**config.mk**
```make
export PLATFORM = sky130hd
export DESIGN_NAME = vsq_quant_ctrl
export DESIGN_NICKNAME = d
export VERILOG_FILES = /design/src/rtl/vsq_quant_ctrl.sv
export SDC_FILE = /design/constraint.sdc
export NUM_CORES = 1
export LEC_CHECK = 0
export CAP_MARGIN = 5
export CORE_AREA = 3 3 750 752
export CTS_BUF_LIST = sky130_fd_sc_hd__clkbuf_8
export DETAILED_ROUTE_END_ITERATION = 10
export DIE_AREA = 0 0 753 755
export DONT_BUFFER_PORTS = 1
export PLACE_DENSITY_LB_ADDON = 0.3
export SKIP_LAST_GASP = 1
export SLEW_MARGIN = 10
export SYNTH_ARGS = -nofsm -noshare
export SYNTH_HDL_FRONTEND = slang
export SYNTH_SLANG_ARGS = --single-unit
```
**constraint.sdc**
```tcl
create_clock -name i_clk -period 2.3 [get_ports i_clk]
set_clock_uncertainty 0.1 [all_clocks]
set_input_delay 0.345 -clock i_clk [delete_from_list [all_inputs] [get_ports i_clk]]
set_output_delay 0.345 -clock i_clk [all_outputs]
set_load 0.005 [all_outputs]
```
**src/rtl/vsq_quant_ctrl.sv**
```systemverilog
// vsq_quant_ctrl: sequences ReLU rows into the 64-entry VSQ buffer, zero-pads
// partial tiles on flush, waits for the output RAM, then runs the 64-cycle
// quantize pass while holding off the upstream stream.
module vsq_quant_ctrl #(
    parameter int LANES = 16,
    parameter int DW    = 40,
    parameter int ROWS  = 64,
    parameter int AW    = 6
) (
    input  logic                i_clk,
    input  logic                i_rst_n,
    input  logic                i_valid,
    output logic                o_ready,
    input  logic [LANES*DW-1:0] i_row,
    input  logic                i_flush,
    input  logic                i_ram_free,
    output logic                o_buf_we,
    output logic [AW-1:0]       o_buf_waddr,
    output logic [LANES*DW-1:0] o_buf_wdata,
    output logic [LANES*DW-1:0] o_q_data,
    output logic                o_q_start,
    output logic                o_busy,
    output logic                o_tile_done,
    output logic [15:0]         o_tile_cnt
);

    typedef enum logic [1:0] {
        S_FILL  = 2'd0,
        S_PAD   = 2'd1,
        S_WAIT  = 2'd2,
        S_QUANT = 2'd3
    } state_t;

    // Last row index; ROWS is a power of two so pointers wrap to 0 naturally.
    localparam logic [AW-1:0] LAST_ROW = AW'(ROWS - 1);

    state_t        state_reg, state_next;
    logic [AW-1:0] wptr_reg, wptr_next;
    logic [AW-1:0] qcnt_reg, qcnt_next;
    logic [15:0]   tile_cnt_reg, tile_cnt_next;

    // High on a cycle where the upstream row is taken; selects i_row onto
    // both the buffer write data and the running-max input.
    logic          accept;

    // State register and counters; async reset aborts any tile in flight.
    always_ff @(posedge i_clk or negedge i_rst_n) begin
        if (!i_rst_n) begin
            state_reg    <= S_FILL;
            wptr_reg     <= '0;
            qcnt_reg     <= '0;
            tile_cnt_reg <= '0;
        end else begin
            state_reg    <= state_next;
            wptr_reg     <= wptr_next;
            qcnt_reg     <= qcnt_next;
            tile_cnt_reg <= tile_cnt_next;
        end
    end

    // Next-state and control outputs; a same-cycle accept is written before
    // a flush is considered, so a flush on row 63 just completes the tile.
    always_comb begin
        state_next    = state_reg;
        wptr_next     = wptr_reg;
        qcnt_next     = qcnt_reg;
        tile_cnt_next = tile_cnt_reg;
        o_ready       = 1'b0;
        o_buf_we      = 1'b0;
        o_q_start     = 1'b0;
        o_tile_done   = 1'b0;
        accept        = 1'b0;

        case (state_reg)
            S_FILL: begin
                o_ready = 1'b1;
                if (i_valid) begin
                    accept    = 1'b1;
                    o_buf_we  = 1'b1;
                    wptr_next = wptr_reg + 1'b1;
                    if (wptr_reg == LAST_ROW) begin
                        state_next = S_WAIT;
                    end else if (i_flush) begin
                        state_next = S_PAD;
                    end
                end else if (i_flush && (wptr_reg != '0)) begin
                    state_next = S_PAD;
                end
            end

            S_PAD: begin
                o_buf_we  = 1'b1;
                wptr_next = wptr_reg + 1'b1;
                if (wptr_reg == LAST_ROW) begin
                    state_next = S_WAIT;
                end
            end

            S_WAIT: begin
                if (i_ram_free) begin
                    o_q_start  = 1'b1;
                    qcnt_next  = '0;
                    state_next = S_QUANT;
                end
            end

            S_QUANT: begin
                qcnt_next = qcnt_reg + 1'b1;
                if (qcnt_reg == LAST_ROW) begin
                    o_tile_done   = 1'b1;
                    tile_cnt_next = tile_cnt_reg + 16'd1;
                    state_next    = S_FILL;
                end
            end

            default: begin
                state_next = S_FILL;
            end
        endcase
    end

    assign o_buf_waddr = wptr_reg;
    assign o_busy      = (state_reg != S_FILL);
    assign o_tile_cnt  = tile_cnt_reg;

    // Per-lane data steering: the accepted row, or zero for pad rows and idle
    // cycles (zero never raises a running max).
    generate
        for (genvar gi = 0; gi < LANES; gi++) begin : g_lane
            assign o_buf_wdata[gi*DW +: DW] = accept ? i_row[gi*DW +: DW] : '0;
            assign o_q_data[gi*DW +: DW]    = accept ? i_row[gi*DW +: DW] : '0;
        end
    endgenerate

endmodule

```
---- Yosys cells after proc, flatten, opt, wreduce, memory -nomap -nowiden ----
Index checks and enable logic that the tools add are counted.
W data, S select, Z words.
storage, ports and cells
  flip-flop bits (word level) ............. 30
  input bits .............................. 645
  output and inout port bits .............. 1307
  word-level logic and storage cells ...... 64
operators by class
  add/sub/neg operators ................... 3
  equality and inequality tests ........... 11
  multiplexer cells ....................... 36
  reduce and logical (&&, ||, !) cells .... 10
operators with widths
  cell                     count
  $mux W40                 16
  $pmux W6 S2              2
  $add A16 B1 Y16 const B  1
  $mux W2                  7
  $add A6 B1 Y6 const B    2
  $eq A6 B6 Y1 const B     2
  $mux W6                  2
  $ne A2 B2 Y1 const B     4
  $pmux W2 S4              1
  $mux W1                  7
  $reduce_and A2 Y1        3
  $reduce_bool A2 Y1       3
  $reduce_bool A6 Y1       1
  $reduce_and A5 Y1        1
  $eq A2 B2 Y1 const B     2
  $ne A4 B4 Y1 const B     1
  $ne A3 B3 Y1 const B     1
  $eq A2 B1 Y1 const B     1
  $logic_not A2 Y1         1
  $pmux W1 S2              1
  $logic_and A1 B1 Y1      1

---- Logic depth before layout (Yosys ltp) ----
Gate-level depths: netlist (run 1).
  depth after elaboration ................. 5
  mapped depth ............................ 8
  mapped depth without buffers ............ 6

---- Least setup slack after synthesis (run 1) ----
OpenSTA, ideal clock, no wires.
  kind .................................... reg2out
  start ................................... reg state_reg[0]
  end ..................................... out o_q_data[360]
  arrival time ............................ 1.795 ns
  data required time ...................... 1.855 ns
  setup slack ............................. 0.060 ns
  stages on the path, launching flop included .. 9
  buffers on the path ..................... 5
  cell sequence ........................... dfrtp_1 -> inv_1 -> ha_1 -> buf_2 -> buf_2 -> clkbuf_1 -> clkbuf_1 -> and3_1 -> buf_4
between the ends
  word-level cells in the longest chain between the ends .. 3
ends and longest elaborated chain
  item                    line  source
  start, declared         37    state_t state_reg, state_next;
  start signal, assigned  54    state_reg <= state_next;
  $logic_not A2 Y1        74    case (state_reg)
  $mux W1                 74
  $mux W40                --
  end, declared           20    output logic [LANES*DW-1:0] o_q_data,
No other way between the ends.

---- Worst setup path in the final report (run 1) ----
  start ................................... reg state_reg[0]
  end ..................................... out o_buf_wdata[249]
between the ends
  word-level cells in the longest chain between the ends .. 3
ends and longest elaborated chain
  item              line  source
  $logic_not A2 Y1  74
  $mux W1           74
  $mux W40          130   assign o_buf_wdata[gi*DW +: DW] = accept ? i_row[gi*DW +: DW] : '0;
  end, declared     19    output logic [LANES*DW-1:0] o_buf_wdata,
No other way between the ends.

==> flow_summary.yaml, run 1 <==
timing:
  setup_slack_ns: -0.370
  hold_viol: 0
  setup-tns-final_ns: -260.20
  max_freq_mhz: 375
  fin_crit_sh_pct: 116
  finalSetupViolations: 1268
  post-route-min-period_ns: 2.67
  hold-worst-slack_ns: 0.130
  report.final.slew_viol_count: 0
  worst_pin_slew_ns: 1.04
  relSlewSlack_pct: 30.6
  rsz0062_at_grt: "true"
die:
  dieArea_mm2: 0.569
  num_rows: 274
  core_mm2: 0.556
  initial_utilization_pct: 1.98
  die_h_um: 755
  die_x_um: 753
  io_pins: 1952
setup_path:
  reg2reg_depth: 8
  rr_endpoint: "state_reg[0]"
  ff2ff_setup_slack_ns: 0.06
  max_stage_delay_ns: 0.41
  crit_cells: 8
  path_cells: "inv_2 > ha_4 > buf_12 > buf_16 > buf_16 > and3_4 > buf_6 > buf_12"
  cp-end-kind: "output port"
  cpLargestDelayFamily: "buffers and inverters"
  crit_end: "o_buf_wdata[249]"
  required_ns: 1.86
  worstSetupPathType: "reg2out"
  cp.arrival_ns: 2.23
  critPathLaunch: "state_reg[0]"
  r2r_start: "state_reg[0]"
  critPathBufInv: 6
  cp-start-kind: "flip-flop"
  crit_slowest_cell: "dfrtp_1"
  critPathMaxFanout: 8
cts:
  cts_buffers: 5
  clk_pin_slew_ns: 0.07
  root_buffer: "clkbuf_8"
  ctsLongestPathBuffers: 2
  clock-sinks: 30
  cts_tree: "done"
  clk_latency_ns: 0.31
  htreeDepth: 2
hold_path:
  hp-class: "in2reg"
synth:
  yosysWarnings: 0
  yosys_register_bits: 30
  synthTopCellsByCount: "641 x and3_1, 640 x buf_4, 137 x clkbuf_1"
  synth_top_cell_area_share_pct: 43.7
  syn_nets: 2235
  synthFlopType: "dfrtp_1"
  synth_cell_types: 35
  synth_top_cell_by_area: "buf_4"
  synthArstFlopShare_pct: 100
  synthCells: 1581
  synth-edff-count: 0
  ys_seq_area_share_pct: 6.83
  netlist_area_mm2: 0.0110
  yosysMostFrequentCell: "and3_1"
  syn_avg_cell_area_um2: 6.96
  synth.area.top_cells: "buf_4 44%, and3_1 36%, dfrtp_1 6.8%, clkbuf_1 4.7%, xnor2_1 1.2%"
routing:
  wl_mm: 483
  first_iter_violations: 1453
  drtAntennaViolNets: 0
  vias_per_cell: 1.63
  post-route-drc-count: 0
  firstDrtPassIters: 5
  vias: 15300
  wire_per_inst_um: 51.5
global_route:
  grt_pass1_vias: 13700
  grt_start_max_net_pins: 647
  globalRouteTotalUtil_pct: 15.9
  antenna_found_initial: 183
  grt_pass1_wl_mm: 510
  grt_overflow: 0
layout:
  final_nets: 2441
  fin_area_mm2: 0.0326
  largest_register_ffs: 16
  multiInputGateArea_mm2: 0.00548
  ff_latch_area_um2: 751
  synthToLayoutAreaGrowth_pct: 196
  fin_util_pct: 5.86
  fillerInstances: 65300
  final_layout_size_suffix_gt1_share_pct: 67.4
pwr:
  ir_drop_uv: 277
  power_mw: 1.35
  cellPowerDensity_mw_per_mm2: 41.5
  p_leak_nw: 11.8
job:
  cap_violations: 0
placed_design:
  dpl_cell_area_mm2: 0.0304
  gp_congestion: 1.00
  io_buffers: 0
  dp_hpwl_mm: 453
outcome:
  status: "complete, but fails checks"
  violations: "negative setup slack"
stage by stage:
stage	instances	setup WS [ns]
2_1_floorplan	1581	0.0603
3_3_place_gp	9191	-0.795
3_5_place_dp	9191	-0.759
4_1_cts	9224	-0.443
5_1_grt	9283	-0.416
6_report	9370	-0.370
worst reg2reg max path: stages, from the launching register on:
cell and delay, ns:
dfrtp_1 0.41, inv_2 0.11, ha_4 0.14, buf_12 0.15, buf_4 0.18, buf_12 0.23, a31oi_1 0.15, o221ai_1 0.30
mux2_2 0.37
where the power goes:
group	switching (mW)	internal [mW]	total (mW)
Clock	0.229	0.302	0.532
Sequential	0	0.527	0.527
Combinational	0.243	0.0496	0.293
worst min path at each step:
stage,slack [ns],depth (start not counted),from,to
after global routing,0.13,2,i_ram_free,qcnt_reg[1]
after CTS,0.11,2,i_ram_free,qcnt_reg[1]
after floorplan,-0.05,0,i_rst_n,o_buf_waddr[0]
after detailed placement,-0.05,0,i_rst_n,state_reg[1]
after global placement,-0.05,0,i_rst_n,o_buf_waddr[5]
final,0.13,2,i_ram_free,qcnt_reg[1]
cell families after synthesis:
group                      share of synthesized area (%)
AOI/OAI and AO/OA                                   1.15
xor gates and xnor gates                            1.83
adders and majority gates                           1.02
buffers and inverters                               49.0
DFF                                                 6.83
muxes                                              0.671
and+or+nand+nor                                     39.5
what timing repair did:
item | 4_1_cts | 5_1_grt
endpoints found under the setup margin | 1281 | 1281
hold buffers | 2 | 0
resized for setup | 128 | 176
pin swaps | 13 | 42
hold endpoints to repair | 30 | 0
setup buffers | 16 | 4
gates cloned | 7 | 14
layer usage:
metal | vias up | GRT usage, % | wire length [um]
li1 | 5323 | - | -
met2 | 1999 | 28.2 | 238000
met1 | 7245 | 11.4 | 120000
met3 | 591 | 15.0 | 98800
met5 | - | 0.367 | 971
met4 | 104 | 6.59 | 24500
area by class of cell:
cell class	count	share of cell area, %
timing repair buffer	983	50.8
clock buffer	8	0.338
antenna	130	0.999
inverter	12	0.138
multi-input combinational	755	16.8
sequential	30	2.30
tap	7452	28.6
cells in the final DEF (no fill, tap or decap), drive strengths merged, types with 5 or more instances in the layout:
cell type / Yosys / final
dfrtp: 30 / 30
inv: 12 / 12
nor2: 10 / 10
nor3: 5 / 5
o21ai: 5 / 5
xnor2: 15 / 15
nand2: 15 / 15
xor2: 8 / 8
a21oi: 5 / 5
diode: 0 / 130
and3: 641 / 641
buf: 647 / 972
nand3: 11 / 11
clkbuf: 137 / 17
ha: 9 / 9
(Power assumes the default switching activity.)
==> inputs of run 2 (changes only) <==
Settings changed: CAP_MARGIN 5 to unset, CORE_AREA 3 3 750 752 to 2 2 772 774, DIE_AREA 0 0 753 755 to 0 0 774 776.
==> flow_summary.yaml, run 2 (synthesis results as in run 1) <==
cts:
  clock-sinks: 30
  ctsLongestPathBuffers: 2
  clk_pin_slew_ns: 0.07
  cts_buffers: 5
  root_buffer: "clkbuf_8"
  clk_latency_ns: 0.31
  cts_tree: "done"
  htreeDepth: 2
layout:
  multiInputGateArea_mm2: 0.00552
  final_nets: 2471
  synthToLayoutAreaGrowth_pct: 209
  layout_commonest_cell: "buf_12"
  final_layout_size_suffix_gt1_share_pct: 69.7
  layout_common_cells: "715 x buf_12, 407 x and3_1, 231 x buf_4"
  largest_register_ffs: 16
  ff_latch_area_um2: 751
  finalNonFillerCells: 9819
  fillerInstances: 69400
routing:
  vias: 15700
  firstDrtPassIters: 5
  wl_mm: 513
  vias_per_cell: 1.60
  post-route-drc-count: 0
  first_iter_violations: 1060
  wire_per_inst_um: 52.3
  drtAntennaViolNets: 0
timing:
  fin_crit_sh_pct: 122
  rsz0062_at_grt: "true"
  setup_slack_ns: -0.502
  post-route-min-period_ns: 2.80
  hold_viol: 0
  finalSetupViolations: 1280
  worst_pin_slew_ns: 0.944
  report.final.slew_viol_count: 0
  relSlewSlack_pct: 37.1
  max_freq_mhz: 357
outcome:
  violations: "negative setup slack"
  status: "complete, but fails checks"
pwr:
  intPower_mw: 1.05
  p_leak_nw: 12.1
  switching_share_pct: 31.4
  combPwrFrac_pct: 18.4
  pwr-share-seq_pct: 34.5
  cellPowerDensity_mw_per_mm2: 44.8
  ir_drop_uv: 251
  switchingPower_mw: 0.479
  p_clk_share_pct: 47.1
die:
  initial_utilization_pct: 1.86
  core_mm2: 0.592
  die_x_um: 774
  io_pins: 1952
  dieArea_mm2: 0.601
  num_rows: 283
  die_h_um: 776
setup_path:
  critPathMaxFanout: 21
  cp-end-kind: "output port"
  cp-start-kind: "flip-flop"
  required_ns: 1.86
  cp.arrival_ns: 2.36
  worstSetupPathType: "reg2out"
  reg2reg_depth: 8
global_route:
  grt_pass1_wl_mm: 540
  grt_pass1_vias: 13900
  grt_start_max_net_pins: 647
  globalRouteTotalUtil_pct: 16.1
  antenna_found_initial: 246
  grt_overflow: 0
placed_design:
  gp_congestion: 1.04
  dp_hpwl_mm: 479
  io_buffers: 0
  pre_cts_slack_ns: -0.973
  dp.cells: 9578
hold_path:
  min_path_cells: 2
  hp-class: "in2reg"
job:
  cap_violations: 0
run 2: cell types whose count changed in the layout (fill, tap and decap cells not counted), sizes merged:
cell and change:
diode +34, bufinv +2, bufbuf +2, clkbuf +2
buf +24
run 2: critical path: stages, from the launching register on:
cell and delay, ns:
dfrtp_1 0.41, inv_2 0.10, ha_4 0.26, buf_16 0.19, buf_16 0.20, and3_4 0.41, buf_4 0.18, buf_12 0.09
run 2: path summary, 6_finish.rpt:
| check | startpoint | end | slack (ns) |
|---|---|---|---|
| min in group asynchronous | i_rst_n | qcnt_reg[3] | 0.39 |
| setup / recovery | state_reg[0] | o_buf_wdata[208] | -0.50 |
| max in group asynchronous | i_rst_n | o_tile_cnt[1] | 1.52 |
| setup reg to reg | state_reg[0] | state_reg[0] | 0.06 |
| hold reg to reg | o_tile_cnt[15] | o_tile_cnt[15] | 0.44 |
| hold / removal | i_ram_free | qcnt_reg[1] | 0.13 |
run 2: power by group through the flow:
stage          clock (mW)  combinational [mW]  sequential [mW]
3_5_place_dp            0              0.0146            0.538
5_1_grt             0.749               0.304            0.527
4_1_cts             0.737              0.0330            0.527
2_1_floorplan           0               0.117            0.538
3_3_place_gp            0              0.0149            0.538
6_report            0.718               0.281            0.527
run 2: layout make-up:
class,count,area share (%)
multi-input cells,755,16.2
clock buffers,6,0.243
flip-flops and latches,30,2.21
diodes,164,1.21
clock inverters,2,0.177
well taps,7837,28.8
inverters,12,0.132
repair buffers,1013,51.0
run 2: through the flow:
stage	TNS [ns]	total power [mW]	hold slack (ns)	area [um^2]	utilization, %
after detailed placement	-87.08	0.552	-0.0483	31500	5.32
final	-394.32	1.53	0.128	34000	5.74
after floorplan	0	0.655	-0.0506	11000	-
after global placement	-140.22	0.552	-0.0485	31500	5.32
after CTS	-463.48	1.30	0.111	32600	5.51
after global routing	-520.42	1.58	0.123	33800	5.70
run 2: routing by layer:
metal | part of all wire [%] | track usage, % | up-vias
met5 | 0.23 | 0.364 | -
met4 | 4.7 | 5.72 | 104
met3 | 20 | 15.1 | 727
met2 | 51 | 29.6 | 2023
met1 | 24 | 11.0 | 7459
li1 | - | - | 5406
run 2: what timing repair did:
action                     4_1_cts  5_1_grt
hold buffers                     2        0
hold endpoints to repair        30        0
buffers inserted                29       11
setup endpoints to repair     1274     1286
cloned                           7       18
resized for setup              126      113
pin swaps                       22       43
==> inputs of run 3 (changes only) <==
Settings changed: CORE_AREA 2 2 772 774 to 10 10 757 759, CTS_CLUSTER_DIAMETER set to 50, CTS_CLUSTER_SIZE set to 25, DIE_AREA 0 0 774 776 to 0 0 767 769.
==> flow_summary.yaml, run 3 (synthesis results as in run 1) <==
timing:
  relSlewSlack_pct: 43.6
  finalSetupViolations: 1277
  report.final.slew_viol_count: 0
  setup_slack_ns: -0.319
  max_freq_mhz: 382
  hold-worst-slack_ns: 0.138
  rsz0062_at_grt: "true"
  worst_pin_slew_ns: 0.846
  post-route-min-period_ns: 2.62
  hold_viol: 0
  fin_crit_sh_pct: 114
routing:
  post-route-drc-count: 0
  wl_mm: 489
  first_iter_violations: 918
  firstDrtPassIters: 5
  wire_per_inst_um: 51.9
  vias_per_cell: 1.61
  drtAntennaViolNets: 0
  vias: 15100
setup_path:
  cp-end-kind: "output port"
  path_cells: "inv_2 > ha_4 > buf_12 > buf_16 > buf_12 > buf_16 > and3_1 > buf_12"
  crit_slowest_cell: "dfrtp_1"
  cp-start-kind: "flip-flop"
  required_ns: 1.86
  max_stage_delay_ns: 0.41
  cp.arrival_ns: 2.17
  path_common_cell: "buf_12"
  critPathMaxFanout: 28
  worstSetupPathType: "reg2out"
layout:
  layout_commonest_cell: "buf_12"
  final_nets: 2451
  synthToLayoutAreaGrowth_pct: 206
  largest_register_ffs: 16
  layout_common_cells: "712 x buf_12, 405 x and3_1, 187 x buf_4"
  final_layout_size_suffix_gt1_share_pct: 69.6
  fin_area_mm2: 0.0337
  finalNonFillerCells: 9420
global_route:
  grt_overflow: 0
  globalRouteTotalUtil_pct: 15.6
  grt_pass1_vias: 13900
  grt_start_max_net_pins: 647
  grt_pass1_wl_mm: 519
  antenna_found_initial: 223
cts:
  ctsLongestPathBuffers: 2
  cts_tree: "done"
  clk_latency_ns: 0.29
  root_buffer: "clkbuf_8"
  cts_buffers: 5
  htreeDepth: 2
  clock-sinks: 30
  clk_pin_slew_ns: 0.07
outcome:
  violations: "negative setup slack"
  status: "complete, but fails checks"
die:
  io_pins: 1952
  initial_utilization_pct: 1.97
  die_x_um: 767
  die_h_um: 769
  num_rows: 275
  core_mm2: 0.558
  dieArea_mm2: 0.590
hold_path:
  hp-class: "in2reg"
placed_design:
  pre_cts_slack_ns: -0.249
  dp_hpwl_mm: 462
  gp_congestion: 0.918
  dpl_cell_area_mm2: 0.0310
  dp.cells: 9209
  io_buffers: 0
pwr:
  p_leak_nw: 12.0
  cellPowerDensity_mw_per_mm2: 38.8
  ir_drop_uv: 238
job:
  cap_violations: 0
run 3: changes by cell type in the layout (fill, tap and decap cells not counted), sizes merged:
cell	change
buf	-22
bufinv	-2
diode	-21
clkbuf	+3
bufbuf	+1
run 3: worst paths after layout:
path                               startpoint        endpoint  slack [ns]  depth (start not counted)
worst min register to register  o_tile_cnt[9]   o_tile_cnt[9]        0.44                          1
worst max register to register   state_reg[0]  o_buf_waddr[4]        0.05                          9
worst min-delay path               i_ram_free     qcnt_reg[1]        0.14                          2
min in group asynchronous             i_rst_n  o_buf_waddr[2]        0.42                          2
max in group asynchronous             i_rst_n   o_tile_cnt[9]        1.49                          2
worst max-delay path             state_reg[0]   o_q_data[277]       -0.32                          8
run 3: cell type report:
type | count | area (um^2)
timing repair buffer | 993 | 17500
fill | 65500 | 525000
tap | 7479 | 9360
sequential | 30 | 751
multi-input combinational | 755 | 5590
clock buffer | 8 | 110
antenna | 143 | 358
inverter | 12 | 45.0
run 3: power by group:
| part | total, mW | internal, mW | switching (mW) |
|---|---|---|---|
| sequential | 0.527 | 0.527 | 0 |
| clock | 0.525 | 0.303 | 0.222 |
| combinational | 0.253 | 0.0457 | 0.207 |
run 3: stage by stage:
stage,power [mW],setup TNS [ns],util [%]
2_1_floorplan,0.655,0,-
3_3_place_gp,0.553,-23.81,5.56
3_5_place_dp,0.553,-10.20,5.56
4_1_cts,1.11,-312.51,5.75
5_1_grt,1.37,-357.51,6.00
6_report,1.30,-231.41,6.03
run 3: routing by layer:
| layer | vias up | track usage (%) | wire length [um] |
|---|---|---|---|
| li1 | 5404 | - | - |
| met1 | 7265 | 11.2 | 122000 |
| met2 | 1859 | 27.8 | 242000 |
| met3 | 543 | 15.5 | 105000 |
| met4 | 76 | 4.67 | 20000 |
| met5 | - | 0 | 490 |
run 3: critical path, delay by kind of cell (launching register included):
family	cells	cell delay, ns
buffers and inverters	6	0.96
AND/OR/NAND/NOR	1	0.27
flip-flops	1	0.41
adder cells (fa/ha/maj)	1	0.14
run 3: what timing repair did:
action / in CTS / in global routing
pin swaps: 1 / 50
endpoints found under the hold margin: 30 / 0
endpoints found under the setup margin: 1280 / 1284
hold buffers: 2 / 0
cloned: 12 / 19
buffers inserted: 14 / 12
resized for setup: 119 / 201
